$ cat config.mk
export PLATFORM = sky130hd
export DESIGN_NAME = alu_seq
export DESIGN_NICKNAME = d
export VERILOG_FILES = /design/src/rtl/alu_seq.sv
export SDC_FILE = /design/constraint.sdc
export NUM_CORES = 1
export LEC_CHECK = 0
export ABC_AREA = 1
export CAP_MARGIN = 20
export CORE_MARGIN = 5
export CORE_UTILIZATION = 40
export DETAILED_ROUTE_END_ITERATION = 8
export PLACE_DENSITY_LB_ADDON = 0.05
export SETUP_SLACK_MARGIN = 0.5
export SLEW_MARGIN = 20
export SYNTH_ARGS = -nofsm -noshare
export SYNTH_HDL_FRONTEND = slang
export SYNTH_SLANG_ARGS = --single-unit
$ cat constraint.sdc
create_clock -name clk_i -period 8.81 [get_ports clk_i]
set_clock_uncertainty 0.05 [all_clocks]
set_input_delay 2.643 -clock clk_i [delete_from_list [all_inputs] [get_ports clk_i]]
set_output_delay 2.643 -clock clk_i [all_outputs]
set_load 0.01 [all_outputs]
$ cat src/rtl/alu_seq.sv
// alu_seq: handshaked, registered ALU with an iterative one-bit-per-cycle shifter,
// Z/N/C/V flags and a sticky overflow flag.
module alu_seq #(
    parameter int unsigned WIDTH = 16
) (
    input  logic             clk_i,
    input  logic             rst_i,
    input  logic             in_valid_i,
    output logic             in_ready_o,
    input  logic [WIDTH-1:0] a_i,
    input  logic [WIDTH-1:0] b_i,
    input  logic [3:0]       alu_ctrl_i,
    output logic             out_valid_o,
    input  logic             out_ready_i,
    output logic [WIDTH-1:0] result_o,
    output logic             zero_o,
    output logic             negative_o,
    output logic             carry_o,
    output logic             overflow_o,
    output logic             ovf_sticky_o,
    input  logic             clr_sticky_i
);

    localparam int unsigned CW = $clog2(WIDTH) + 1;  // holds 0..WIDTH

    localparam logic [3:0] OpSub = 4'd0;
    localparam logic [3:0] OpAdd = 4'd1;
    localparam logic [3:0] OpOr  = 4'd2;
    localparam logic [3:0] OpAnd = 4'd3;
    localparam logic [3:0] OpDec = 4'd4;
    localparam logic [3:0] OpInc = 4'd5;
    localparam logic [3:0] OpInv = 4'd6;
    localparam logic [3:0] OpLsl = 4'd8;
    localparam logic [3:0] OpSlt = 4'd9;
    localparam logic [3:0] OpLsr = 4'd10;
    localparam logic [3:0] OpAsl = 4'd12;
    localparam logic [3:0] OpAsr = 4'd14;

    localparam logic [WIDTH-1:0] SMin = {1'b1, {(WIDTH-1){1'b0}}};
    localparam logic [WIDTH-1:0] SMax = ~SMin;

    typedef enum logic [1:0] {StIdle, StShift, StDone} state_e;

    state_e           state_q, state_d;
    logic [WIDTH-1:0] result_q, result_d;
    logic             zero_q, zero_d, neg_q, neg_d, carry_q, carry_d, ovf_q, ovf_d;
    logic             sticky_q, sticky_d;
    logic [WIDTH-1:0] sh_q, sh_d;
    logic [CW-1:0]    cnt_q, cnt_d;
    logic [3:0]       op_q, op_d;
    logic             sign_q, sign_d, acc_q, acc_d;

    logic             accept, out_hs, load_op;
    logic [CW-1:0]    k;
    logic [WIDTH:0]   sum_w;
    logic [WIDTH-1:0] ld_res;
    logic             ld_carry, ld_ovf, ld_shift;
    logic [WIDTH-1:0] sh_nx;
    logic             term, acc_nx, fin_ovf;

    assign in_ready_o   = !rst_i && ((state_q == StIdle) || ((state_q == StDone) && out_ready_i));
    assign accept       = in_valid_i && in_ready_o;
    assign out_hs       = (state_q == StDone) && out_ready_i;
    assign out_valid_o  = (state_q == StDone);
    assign result_o     = result_q;
    assign zero_o       = zero_q;
    assign negative_o   = neg_q;
    assign carry_o      = carry_q;
    assign overflow_o   = ovf_q;
    assign ovf_sticky_o = sticky_q;

    // Decode the op presented at the input: single-cycle result or shift setup.
    always_comb begin
        sum_w    = '0;
        ld_res   = '0;
        ld_carry = 1'b0;
        ld_ovf   = 1'b0;
        ld_shift = 1'b0;
        // Any bit at or above log2(WIDTH) set means the amount saturates at WIDTH.
        k = (|b_i[WIDTH-1:CW-1]) ? CW'(WIDTH) : {1'b0, b_i[CW-2:0]};
        case (alu_ctrl_i)
            OpSub: begin
                sum_w    = {1'b0, a_i} - {1'b0, b_i};
                ld_res   = sum_w[WIDTH-1:0];
                ld_carry = sum_w[WIDTH];
                ld_ovf   = (a_i[WIDTH-1] != b_i[WIDTH-1]) && (ld_res[WIDTH-1] != a_i[WIDTH-1]);
            end
            OpAdd: begin
                sum_w    = {1'b0, a_i} + {1'b0, b_i};
                ld_res   = sum_w[WIDTH-1:0];
                ld_carry = sum_w[WIDTH];
                ld_ovf   = (a_i[WIDTH-1] == b_i[WIDTH-1]) && (ld_res[WIDTH-1] != a_i[WIDTH-1]);
            end
            OpOr:  ld_res = a_i | b_i;
            OpAnd: ld_res = a_i & b_i;
            OpDec: begin
                ld_res   = a_i - WIDTH'(1);
                ld_ovf   = (a_i == SMin);
                ld_carry = (a_i == '0);
            end
            OpInc: begin
                ld_res   = a_i + WIDTH'(1);
                ld_ovf   = (a_i == SMax);
                ld_carry = (a_i == '1);
            end
            OpInv: ld_res = ~a_i;
            OpSlt: ld_res = {{(WIDTH-1){1'b0}}, ($signed(a_i) < $signed(b_i))};
            OpLsl, OpLsr, OpAsl, OpAsr: begin
                if (k == '0) ld_res = a_i;
                else         ld_shift = 1'b1;
            end
            default: ld_res = '0;
        endcase
    end

    // One shift step plus the overflow term it contributes.
    always_comb begin
        sh_nx = sh_q;
        term  = 1'b0;
        case (op_q)
            OpLsl: begin
                sh_nx = {sh_q[WIDTH-2:0], 1'b0};
                term  = sh_q[WIDTH-1];
            end
            OpLsr: begin
                sh_nx = {1'b0, sh_q[WIDTH-1:1]};
                term  = sh_q[0];
            end
            OpAsl: begin
                sh_nx = {sh_q[WIDTH-2:0], 1'b0};
                term  = sh_q[WIDTH-1] ^ sign_q;
            end
            OpAsr: sh_nx = {sh_q[WIDTH-1], sh_q[WIDTH-1:1]};
            default: sh_nx = sh_q;
        endcase
        acc_nx  = acc_q | term;
        fin_ovf = acc_nx | ((op_q == OpAsl) && (sh_nx[WIDTH-1] != sign_q));
    end

    // Next-state logic for the FSM, result registers and sticky flag.
    always_comb begin
        state_d  = state_q;
        result_d = result_q;
        zero_d   = zero_q;
        neg_d    = neg_q;
        carry_d  = carry_q;
        ovf_d    = ovf_q;
        sh_d     = sh_q;
        cnt_d    = cnt_q;
        op_d     = op_q;
        sign_d   = sign_q;
        acc_d    = acc_q;
        load_op  = 1'b0;

        unique case (state_q)
            StIdle: load_op = accept;
            StShift: begin
                sh_d  = sh_nx;
                cnt_d = cnt_q - CW'(1);
                acc_d = acc_nx;
                if (cnt_q == CW'(1)) begin
                    result_d = sh_nx;
                    zero_d   = (sh_nx == '0);
                    neg_d    = sh_nx[WIDTH-1];
                    carry_d  = 1'b0;
                    ovf_d    = fin_ovf;
                    state_d  = StDone;
                end
            end
            StDone: begin
                if (out_hs) begin
                    state_d = StIdle;
                    load_op = accept;
                end
            end
            default: state_d = StIdle;
        endcase

        if (load_op) begin
            if (ld_shift) begin
                state_d = StShift;
                sh_d    = a_i;
                cnt_d   = k;
                op_d    = alu_ctrl_i;
                sign_d  = a_i[WIDTH-1];
                acc_d   = 1'b0;
            end else begin
                state_d  = StDone;
                result_d = ld_res;
                zero_d   = (ld_res == '0);
                neg_d    = ld_res[WIDTH-1];
                carry_d  = ld_carry;
                ovf_d    = ld_ovf;
            end
        end

        // Set takes priority over clear.
        sticky_d = sticky_q;
        if (clr_sticky_i)     sticky_d = 1'b0;
        if (out_hs && ovf_q)  sticky_d = 1'b1;
    end

    // State registers with synchronous reset.
    always_ff @(posedge clk_i) begin
        if (rst_i) begin
            state_q  <= StIdle;
            result_q <= '0;
            zero_q   <= 1'b0;
            neg_q    <= 1'b0;
            carry_q  <= 1'b0;
            ovf_q    <= 1'b0;
            sticky_q <= 1'b0;
            sh_q     <= '0;
            cnt_q    <= '0;
            op_q     <= '0;
            sign_q   <= 1'b0;
            acc_q    <= 1'b0;
        end else begin
            state_q  <= state_d;
            result_q <= result_d;
            zero_q   <= zero_d;
            neg_q    <= neg_d;
            carry_q  <= carry_d;
            ovf_q    <= ovf_d;
            sticky_q <= sticky_d;
            sh_q     <= sh_d;
            cnt_q    <= cnt_d;
            op_q     <= op_d;
            sign_q   <= sign_d;
            acc_q    <= acc_d;
        end
    end

endmodule

==> results of run 1 <==
[cell usage in the layout, fill, tap and decap left out, types with 9 or more instances in the layout]
| cell | Yosys | routed |
|---|---|---|
| nor2_1 | 121 | 121 |
| inv_2 | 9 | 9 |
| o21ai_0 | 63 | 63 |
| nand4_1 | 18 | 18 |
| clkdlybuf4s50_1 | 0 | 63 |
| nor2_2 | 10 | 10 |
| inv_1 | 169 | 169 |
| a21oi_1 | 89 | 89 |
| nand2_1 | 318 | 318 |
| o22ai_1 | 16 | 16 |
| nand2_2 | 11 | 11 |
| nor3_1 | 14 | 14 |
| nand3_1 | 114 | 114 |
| ha_1 | 72 | 72 |
| dfxtp_1 | 50 | 50 |
[how the worst max path moves through the flow]
stage,endpoint,cells past startpoint
3_3_place_gp,in_ready_o,4
2_1_floorplan,in_ready_o,2
4_1_cts,in_ready_o,4
3_5_place_dp,in_ready_o,4
6_report,in_ready_o,4
5_1_grt,in_ready_o,4
[critical path: stages]
cell and delay [ps]:
clkdlybuf4s50_1 400, buf_4 210, nor3_4 220, clkdlybuf4s50_1 570
[power breakdown]
part	switching (mW)	internal [mW]	leakage [nW]	total, mW
combinational	0.220	0.115	3.32	0.335
sequential	0.00864	0.237	0.407	0.245
clock	0.0982	0.109	0.0763	0.207
total	0.327	0.461	3.80	0.788
[area by class of cell]
cell class              count  share of cell area
well taps                 225              0.0359
clock buffers               5              0.0159
clock inverters             3             0.00367
inverters                 179              0.0859
repair buffers             65              0.0822
flip-flops and latches     50               0.128
multi-input cells         936               0.649
[registers in the layout, summed over array words and instances, names as in the netlist]
name and flops:
overflow_o 1, state_q 2, cnt_q 5, result_o 16, sh_q 16, op_q 4, sign_q 1, carry_o 1
negative_o 1, zero_o 1, ovf_sticky_o 1, acc_q 1
[routing by layer]
layer	vias to the layer above	global-route usage	routed length (um)
met5	-	0	0
met4	0	0.0843	805
met3	43	0.0192	1190
met2	248	0.414	11800
met1	3597	0.341	11900
li1	3987	-	-
[cells by family after synthesis]
family,Yosys count,synth area share
XOR/XNOR,9,0.0113
AO/OA/AOI/OAI,211,0.172
flip-flops,50,0.143
adder cells (fa/ha/maj),75,0.138
AND/OR/NAND/NOR,636,0.402
multiplexers,5,0.00717
buffers and inverters,215,0.127
[metrics by stage]
stage          power (mW)  hold slack, ps
2_1_floorplan       0.469             388
3_3_place_gp        0.579             409
3_5_place_dp        0.579             407
4_1_cts             0.786             421
5_1_grt             0.840             446
6_report            0.788             415
==> impl_metrics.py, run 1 <==
metrics = {
    "synth": {
        "synth_most_common_cell": "nand2_1",
        "ys_seq_area_frac": 0.143,
        "ys_ff_latch": 50,
        "ys_async_sr_fraction": 0,
        "synth_top_cell_by_area": "nand2_1",
        "syn_area_mm2": 0.00698,
        "synthFlopType": "dfxtp_1",
        "synth_area_leaders": "nand2_1 17%, dfxtp_1 14%, ha_1 13%",
        "synth_warnings": 0,
        "synth_cells": 1201,
        "netlist_top_cells_count": "318 x nand2_1, 169 x inv_1, 121 x nor2_1",
        "synth_edf_count": 0,
        "synth_top_area_share": 0.171,
        "avgSynthCellArea_um2": 5.81,
        "synth_cell_types": 52,
        "syn_nets": 1317,
    },
    "power": {
        "p_leak_nw": 3.80,
        "powerDensity_mw_per_mm2": 100,
        "peakVddDrop_v": 0.000106,
    },
    "min_path": {
        "worstHoldStart": "ovf_sticky_o",
        "whs_path_depth": 2,
        "hold_path_end": "ovf_sticky_o",
        "min_path_type": "reg -> reg",
    },
    "finish": {
        "final_area_mm2": 0.00785,
        "stdcell_count": 1463,
        "ff_latch_area_mm2": 0.00100,
        "layout.nets": 1353,
        "antenna_cells": 0,
        "areaGrowthSynthToFinish_pct": 12.4,
        "layout-drive-gt1-share": 0.0517,
        "multi_input_area_mm2": 0.00509,
        "final_util": 0.455,
        "nFillCells": 1912,
    },
    "sta": {
        "period_needed_ps": 6730,
        "finalSetupViolCount": 0,
        "drv_slew": 0,
        "hold_violations": 0,
        "min_period_over_period": 0.764,
        "fmax_mhz": 148,
        "rsz0062_at_grt": "false",
        "tightest_slew_ps": 1040,
        "fin_tns_setup_ps": 0,
        "relSlewSlack": 0.307,
        "fin_ws_ps": 2080,
    },
    "global_routing": {
        "grt_pass1_vias": 7276,
        "grt_max_degree": 38,
        "antenna_found_initial": 0,
        "grt_usage": 0.249,
        "grt_pass1_wl_um": 39800,
        "grt_remaining_overflow": 0,
    },
    "floorplanning": {
        "dieArea_mm2": 0.0202,
        "ios": 64,
        "fp.dieH_um": 142,
        "core_mm2": 0.0172,
        "start_util": 0.405,
        "die_w_um": 142,
        "std_cell_rows": 48,
    },
    "setup_path": {
        "endpoint_kind": "output pin",
        "required_ps": 6120,
        "r2r_cells": 9,
        "r2r_start": "state_q[0]",
        "r2r_end": "overflow_o",
        "worstSetupPathType": "in -> out",
        "r2r_setup_slack_ps": 5650,
        "start_kind": "input pin",
        "crit_start": "rst_i",
        "arrival_ps": 4040,
        "cp_max_fo": 18,
    },
    "route": {
        "wl_per_cell_um": 17.6,
        "wirelength_um": 25700,
        "final_antenna_net_count": 0,
        "post-route-drc-count": 0,
        "drt_iter0_markers": 667,
        "dr_total_vias": 7875,
        "drt_first_pass_iters": 6,
        "via_per_inst": 5.38,
    },
    "clock_network": {
        "clockBufferDepth": 2,
        "cts_resized": 0,
        "clkSlewWorstSetupHoldPaths_ps": 70,
        "ctsHtreeMaxLevel": 2,
        "cts_tree": "done",
        "post_cts_buffers": 0,
        "clk_latency_ps": 300,
        "cts_root_buf": "clkbuf_16",
        "clock_sinks": 50,
        "cts_made_buffers": 5,
        "holdBufCountCts": 0,
    },
    "job": {
        "max_cap_violations": 0,
    },
    "place": {
        "placed_area_mm2": 0.00770,
        "io_buffers": 63,
        "gp_congestion": 0.962,
        "dp_cells": 1455,
        "hpwl_um": 20400,
        "dp_slack_ps": 2070,
    },
    "outcome": {
        "status": "complete, no violations",
    },
}
Note: power is estimated with default switching activity, not from simulation.
==> inputs of run 2 (changes only) <==
clock period = 6.6 ns   (was 8.81 ns; I/O delays follow)
==> run 2 against run 1 <==
Effect of this change:
- final cell count grew 0.55%
- worst setup slack lost 810 ps
- count of clock-buffer cells in the layout is the same
- critical path depth is the same
- via count grew 0.62%
- non-clock buffer count grew 8
- register-to-register slack lost 1700 ps
- global-route usage grew 0.46 points
- power grew 34%
- die area is the same
- design area grew 0.77%
- combinational power grew 34%
- critical endpoint unchanged
- highest routed layer unchanged
==> impl_metrics.py, run 2 (synthesized netlist as in run 1, its figures left out) <==
metrics = {
    "clock_network": {
        "cts_root_buf": "clkbuf_16",
        "clkSlewWorstSetupHoldPaths_ps": 70,
        "post_cts_buffers": 0,
        "cts_resized": 0,
        "cts_tree": "done",
        "ctsHtreeMaxLevel": 2,
        "cts_made_buffers": 5,
        "clock_sinks": 50,
        "clockBufferDepth": 2,
        "holdBufCountCts": 0,
        "clk_latency_ps": 310,
    },
    "finish": {
        "layout-drive-gt1-share": 0.0578,
        "stdcell_count": 1471,
        "layout.nets": 1361,
        "mostFrequentLayoutCells": "318 x nand2_1, 169 x inv_1, 121 x nor2_1",
        "antenna_cells": 0,
        "areaGrowthSynthToFinish_pct": 13.3,
        "nFillCells": 1925,
        "mostFrequentLayoutCell": "nand2_1",
    },
    "power": {
        "p_leak_nw": 3.84,
        "seq_power_share": 0.310,
        "power.share.clock": 0.265,
        "comb_power_share": 0.426,
        "peakVddDrop_v": 0.000133,
        "p_int_mw": 0.617,
        "switching_power_mw": 0.440,
        "switching_share": 0.416,
        "powerDensity_mw_per_mm2": 134,
    },
    "floorplanning": {
        "die_w_um": 142,
        "core_mm2": 0.0172,
        "std_cell_rows": 48,
        "dieArea_mm2": 0.0202,
        "start_util": 0.405,
        "ios": 64,
        "fp.dieH_um": 142,
    },
    "route": {
        "post-route-drc-count": 0,
        "dr_total_vias": 7924,
        "drt_iter0_markers": 565,
        "wirelength_um": 26000,
        "wl_per_cell_um": 17.6,
        "final_antenna_net_count": 0,
        "via_per_inst": 5.39,
        "drt_first_pass_iters": 5,
    },
    "sta": {
        "drv_slew": 0,
        "hold_violations": 0,
        "fmax_mhz": 187,
        "min_period_over_period": 0.809,
        "fin_tns_setup_ps": 0,
        "finalSetupViolCount": 0,
        "period_needed_ps": 5340,
        "relSlewSlack": 0.338,
        "rsz0062_at_grt": "false",
        "tightest_slew_ps": 992,
    },
    "min_path": {
        "min_path_type": "reg -> reg",
    },
    "global_routing": {
        "grt_max_degree": 38,
        "grt_remaining_overflow": 0,
        "grt_pass1_wl_um": 40700,
        "antenna_found_initial": 0,
        "grt_pass1_vias": 7416,
        "grt_usage": 0.254,
    },
    "setup_path": {
        "arrival_ps": 3310,
        "critical-path-top-delay-family": "buffers and inverters",
        "endpoint_kind": "output pin",
        "cp_max_fo": 3,
        "path_cells": "clkdlybuf4s50_1, nor2_1, nor3_4, clkdlybuf4s50_1",
        "worst-path-buf-inv": 2,
        "start_kind": "input pin",
        "slowest_stage": "clkdlybuf4s50_1",
        "worstSetupPathType": "in -> out",
        "slowest_delay_ps": 570,
        "required_ps": 4570,
        "crit_top_cell": "clkdlybuf4s50_1",
    },
    "outcome": {
        "status": "complete, no violations",
    },
    "place": {
        "io_buffers": 63,
        "gp_congestion": 0.955,
        "dp_cells": 1463,
        "hpwl_um": 20900,
    },
    "job": {
        "max_cap_violations": 0,
    },
}
-- run 2: cell count changes in the layout (fill, tap and decap cells not counted), sizes merged --
cell | previous run | this run
buf | 2 | 10
clkinv | 1 | 2
inv | 181 | 180
-- run 2: metal layers --
| metal | wire (um) | track usage | vias up |
|---|---|---|---|
| li1 | - | - | 4001 |
| met4 | 808 | 0.0818 | 0 |
| met2 | 12100 | 0.429 | 238 |
| met1 | 11800 | 0.343 | 3642 |
| met3 | 1280 | 0.0181 | 43 |
| met5 | 0 | 0 | - |
-- run 2: per-stage QoR --
step	hold WS [ps]	setup WS, ps	instance area [um2]	util	power, mW
global placement	401	1080	7760	0.450	0.777
floorplan	388	2210	6980	-	0.626
detailed placement	423	999	7760	0.450	0.778
global route	456	962	7910	0.459	1.13
finish	424	1260	7910	0.459	1.06
CTS	438	1260	7910	0.459	1.06
-- run 2: area by class of cell --
cell class | count | area, um2 | area share
Multi-Input combinational cell | 936 | 5090 | 0.644
Sequential cell | 50 | 1000 | 0.127
Timing Repair Buffer | 73 | 706 | 0.0892
Inverter | 179 | 674 | 0.0853
Tap cell | 225 | 282 | 0.0356
Clock buffer | 5 | 125 | 0.0158
Clock inverter | 3 | 28.8 | 0.00364
-- run 2: worst reg2reg max path: stages, from the launching register on --
cell and delay (ps):
dfxtp_1 450, inv_2 70, nor2_4 360, inv_2 310
nor2_2 180, buf_4 250, inv_1 300, nor3_1 250
a21oi_1 90, a21oi_1 120, nor2_1 50
-- run 2: worst paths after layout --
path / from / to / slack [ps] / cells past startpoint
setup / recovery: out_ready_i / in_ready_o / 1260 / 4
hold reg to reg: ovf_sticky_o / ovf_sticky_o / 420 / 2
setup reg to reg: state_q[0] / overflow_o / 4000 / 10
hold / removal: ovf_sticky_o / ovf_sticky_o / 420 / 2
-- run 2: power by group through the flow --
stage / clock network (mW) / registers, mW / logic [mW]
2_1_floorplan: 0 / 0.334 / 0.291
3_3_place_gp: 0 / 0.334 / 0.443
3_5_place_dp: 0 / 0.334 / 0.443
4_1_cts: 0.283 / 0.327 / 0.446
5_1_grt: 0.295 / 0.329 / 0.502
6_report: 0.280 / 0.327 / 0.450
==> inputs of run 3 (changes only) <==
clock period = 5.57 ns   (was 6.6 ns; I/O delays follow)
==> run 3 against run 2 <==
Effect of this change:
- flip-flop and latch count stayed put
- final cell count is 0.88% higher
- wire length is 0.89% higher
- first-iteration DRC count is 13% higher
- die area stayed put
- worst setup slack worse by 420 ps
- core utilization is 0.55 points higher
- largest cell class unchanged
==> impl_metrics.py, run 3 (synthesized netlist as in run 1, its figures left out) <==
metrics = {
    "outcome": {
        "status": "complete, no violations",
    },
    "setup_path": {
        "start_kind": "input pin",
        "arrival_ps": 3010,
        "r2r_end": "overflow_o",
        "worstSetupPathType": "in -> out",
        "endpoint_kind": "output pin",
        "r2r_start": "state_q[0]",
        "crit_start": "out_ready_i",
        "r2r_setup_slack_ps": 2950,
        "r2r_cells": 10,
        "cp_max_fo": 3,
        "cp-endpoint": "in_ready_o",
        "required_ps": 3850,
    },
    "sta": {
        "fmax_mhz": 212,
        "fin_tns_setup_ps": 0,
        "period_needed_ps": 4730,
        "min_period_over_period": 0.849,
        "drv_slew": 0,
        "hold_violations": 0,
        "tightest_slew_ps": 759,
        "hold_ws_ps": 431,
        "rsz0062_at_grt": "false",
        "relSlewSlack": 0.494,
        "fin_ws_ps": 843,
        "finalSetupViolCount": 0,
    },
    "power": {
        "p_leak_nw": 3.90,
        "switching_power_mw": 0.517,
        "comb_power_share": 0.432,
        "p_int_mw": 0.736,
        "switching_share": 0.412,
        "powerDensity_mw_per_mm2": 157,
        "power.share.clock": 0.259,
        "peakVddDrop_v": 0.000201,
        "seq_power_share": 0.309,
    },
    "route": {
        "wl_met1_um": 11800,
        "met2WireLength_um": 12400,
        "drt_iter0_markers": 639,
        "via_per_inst": 5.32,
        "dr.max_layer_used": "met4",
        "post-route-drc-count": 0,
        "dr_total_vias": 7901,
        "drt_first_pass_iters": 5,
        "wl_per_cell_um": 17.6,
        "route.met3.wl_um": 1250,
        "final_antenna_net_count": 0,
        "wirelength_um": 26200,
    },
    "finish": {
        "antenna_cells": 0,
        "stdcell_count": 1484,
        "final_area_mm2": 0.00801,
        "layout-drive-gt1-share": 0.0675,
        "mostFrequentLayoutCells": "318 x nand2_1, 169 x inv_1, 121 x nor2_1",
        "areaGrowthSynthToFinish_pct": 14.7,
        "mostFrequentLayoutCell": "nand2_1",
        "layout.nets": 1374,
    },
    "clock_network": {
        "post_cts_buffers": 0,
        "ctsHtreeMaxLevel": 2,
        "clock_sinks": 50,
        "cts_root_buf": "clkbuf_16",
        "cts_resized": 0,
        "clockBufferDepth": 2,
        "clk_latency_ps": 300,
        "cts_tree": "done",
        "clkSlewWorstSetupHoldPaths_ps": 70,
        "holdBufCountCts": 0,
        "cts_made_buffers": 5,
    },
    "place": {
        "placed_area_mm2": 0.00785,
        "dp_slack_ps": 569,
        "gp_congestion": 0.932,
        "hpwl_um": 21500,
        "io_buffers": 63,
        "dp_cells": 1476,
    },
    "global_routing": {
        "grt_max_degree": 31,
        "grt_remaining_overflow": 0,
        "antenna_found_initial": 0,
        "grt_pass1_vias": 7301,
        "grt_usage": 0.254,
        "grt_pass1_wl_um": 40500,
    },
    "floorplanning": {
        "die_w_um": 142,
        "ios": 64,
        "start_util": 0.405,
        "fp.dieH_um": 142,
        "dieArea_mm2": 0.0202,
        "core_mm2": 0.0172,
        "std_cell_rows": 48,
    },
    "job": {
        "max_cap_violations": 0,
    },
    "min_path": {
        "min_path_type": "reg -> reg",
    },
}
-- run 3: routing by layer --
layer | up-vias | track usage
met4 | 0 | 0.0788
li1 | 4031 | -
met2 | 253 | 0.439
met3 | 45 | 0.0158
met5 | - | 0
met1 | 3572 | 0.339
-- run 3: area by class of cell --
| cell class | instances | area, um2 |
|---|---|---|
| Tap cell | 225 | 282 |
| Multi-Input combinational cell | 936 | 5090 |
| Sequential cell | 50 | 1000 |
| Clock buffer | 5 | 125 |
| Fill cell | 1906 | 9230 |
| Timing Repair Buffer | 86 | 803 |
| Inverter | 179 | 674 |
| Clock inverter | 3 | 26.3 |
-- run 3: power by group through the flow --
stage | clock network, mW | logic (mW) | registers (mW)
finish | 0.324 | 0.541 | 0.387
CTS | 0.330 | 0.536 | 0.387
global placement | 0 | 0.535 | 0.396
floorplan | 0 | 0.345 | 0.396
detailed placement | 0 | 0.533 | 0.396
global route | 0.342 | 0.603 | 0.390
-- run 3: metrics by stage --
stage	util	total power [mW]
after floorplan	-	0.741
after global placement	0.456	0.931
after detailed placement	0.456	0.929
after CTS	0.464	1.25
after global routing	0.464	1.33
final	0.464	1.25
-- run 3: how the worst min path moves through the flow --
stage	from	end	cells after the start
finish	acc_q	acc_q	2
global route	op_q[0]	op_q[0]	2
CTS	acc_q	acc_q	2
detailed placement	acc_q	acc_q	2
global placement	acc_q	acc_q	2
floorplan	acc_q	acc_q	2
-- run 3: worst max-delay path: stages --
cell and delay, ps:
clkdlybuf4s50_1 510, nor2_1 90, nor3_4 160, clkdlybuf4s50_1 570
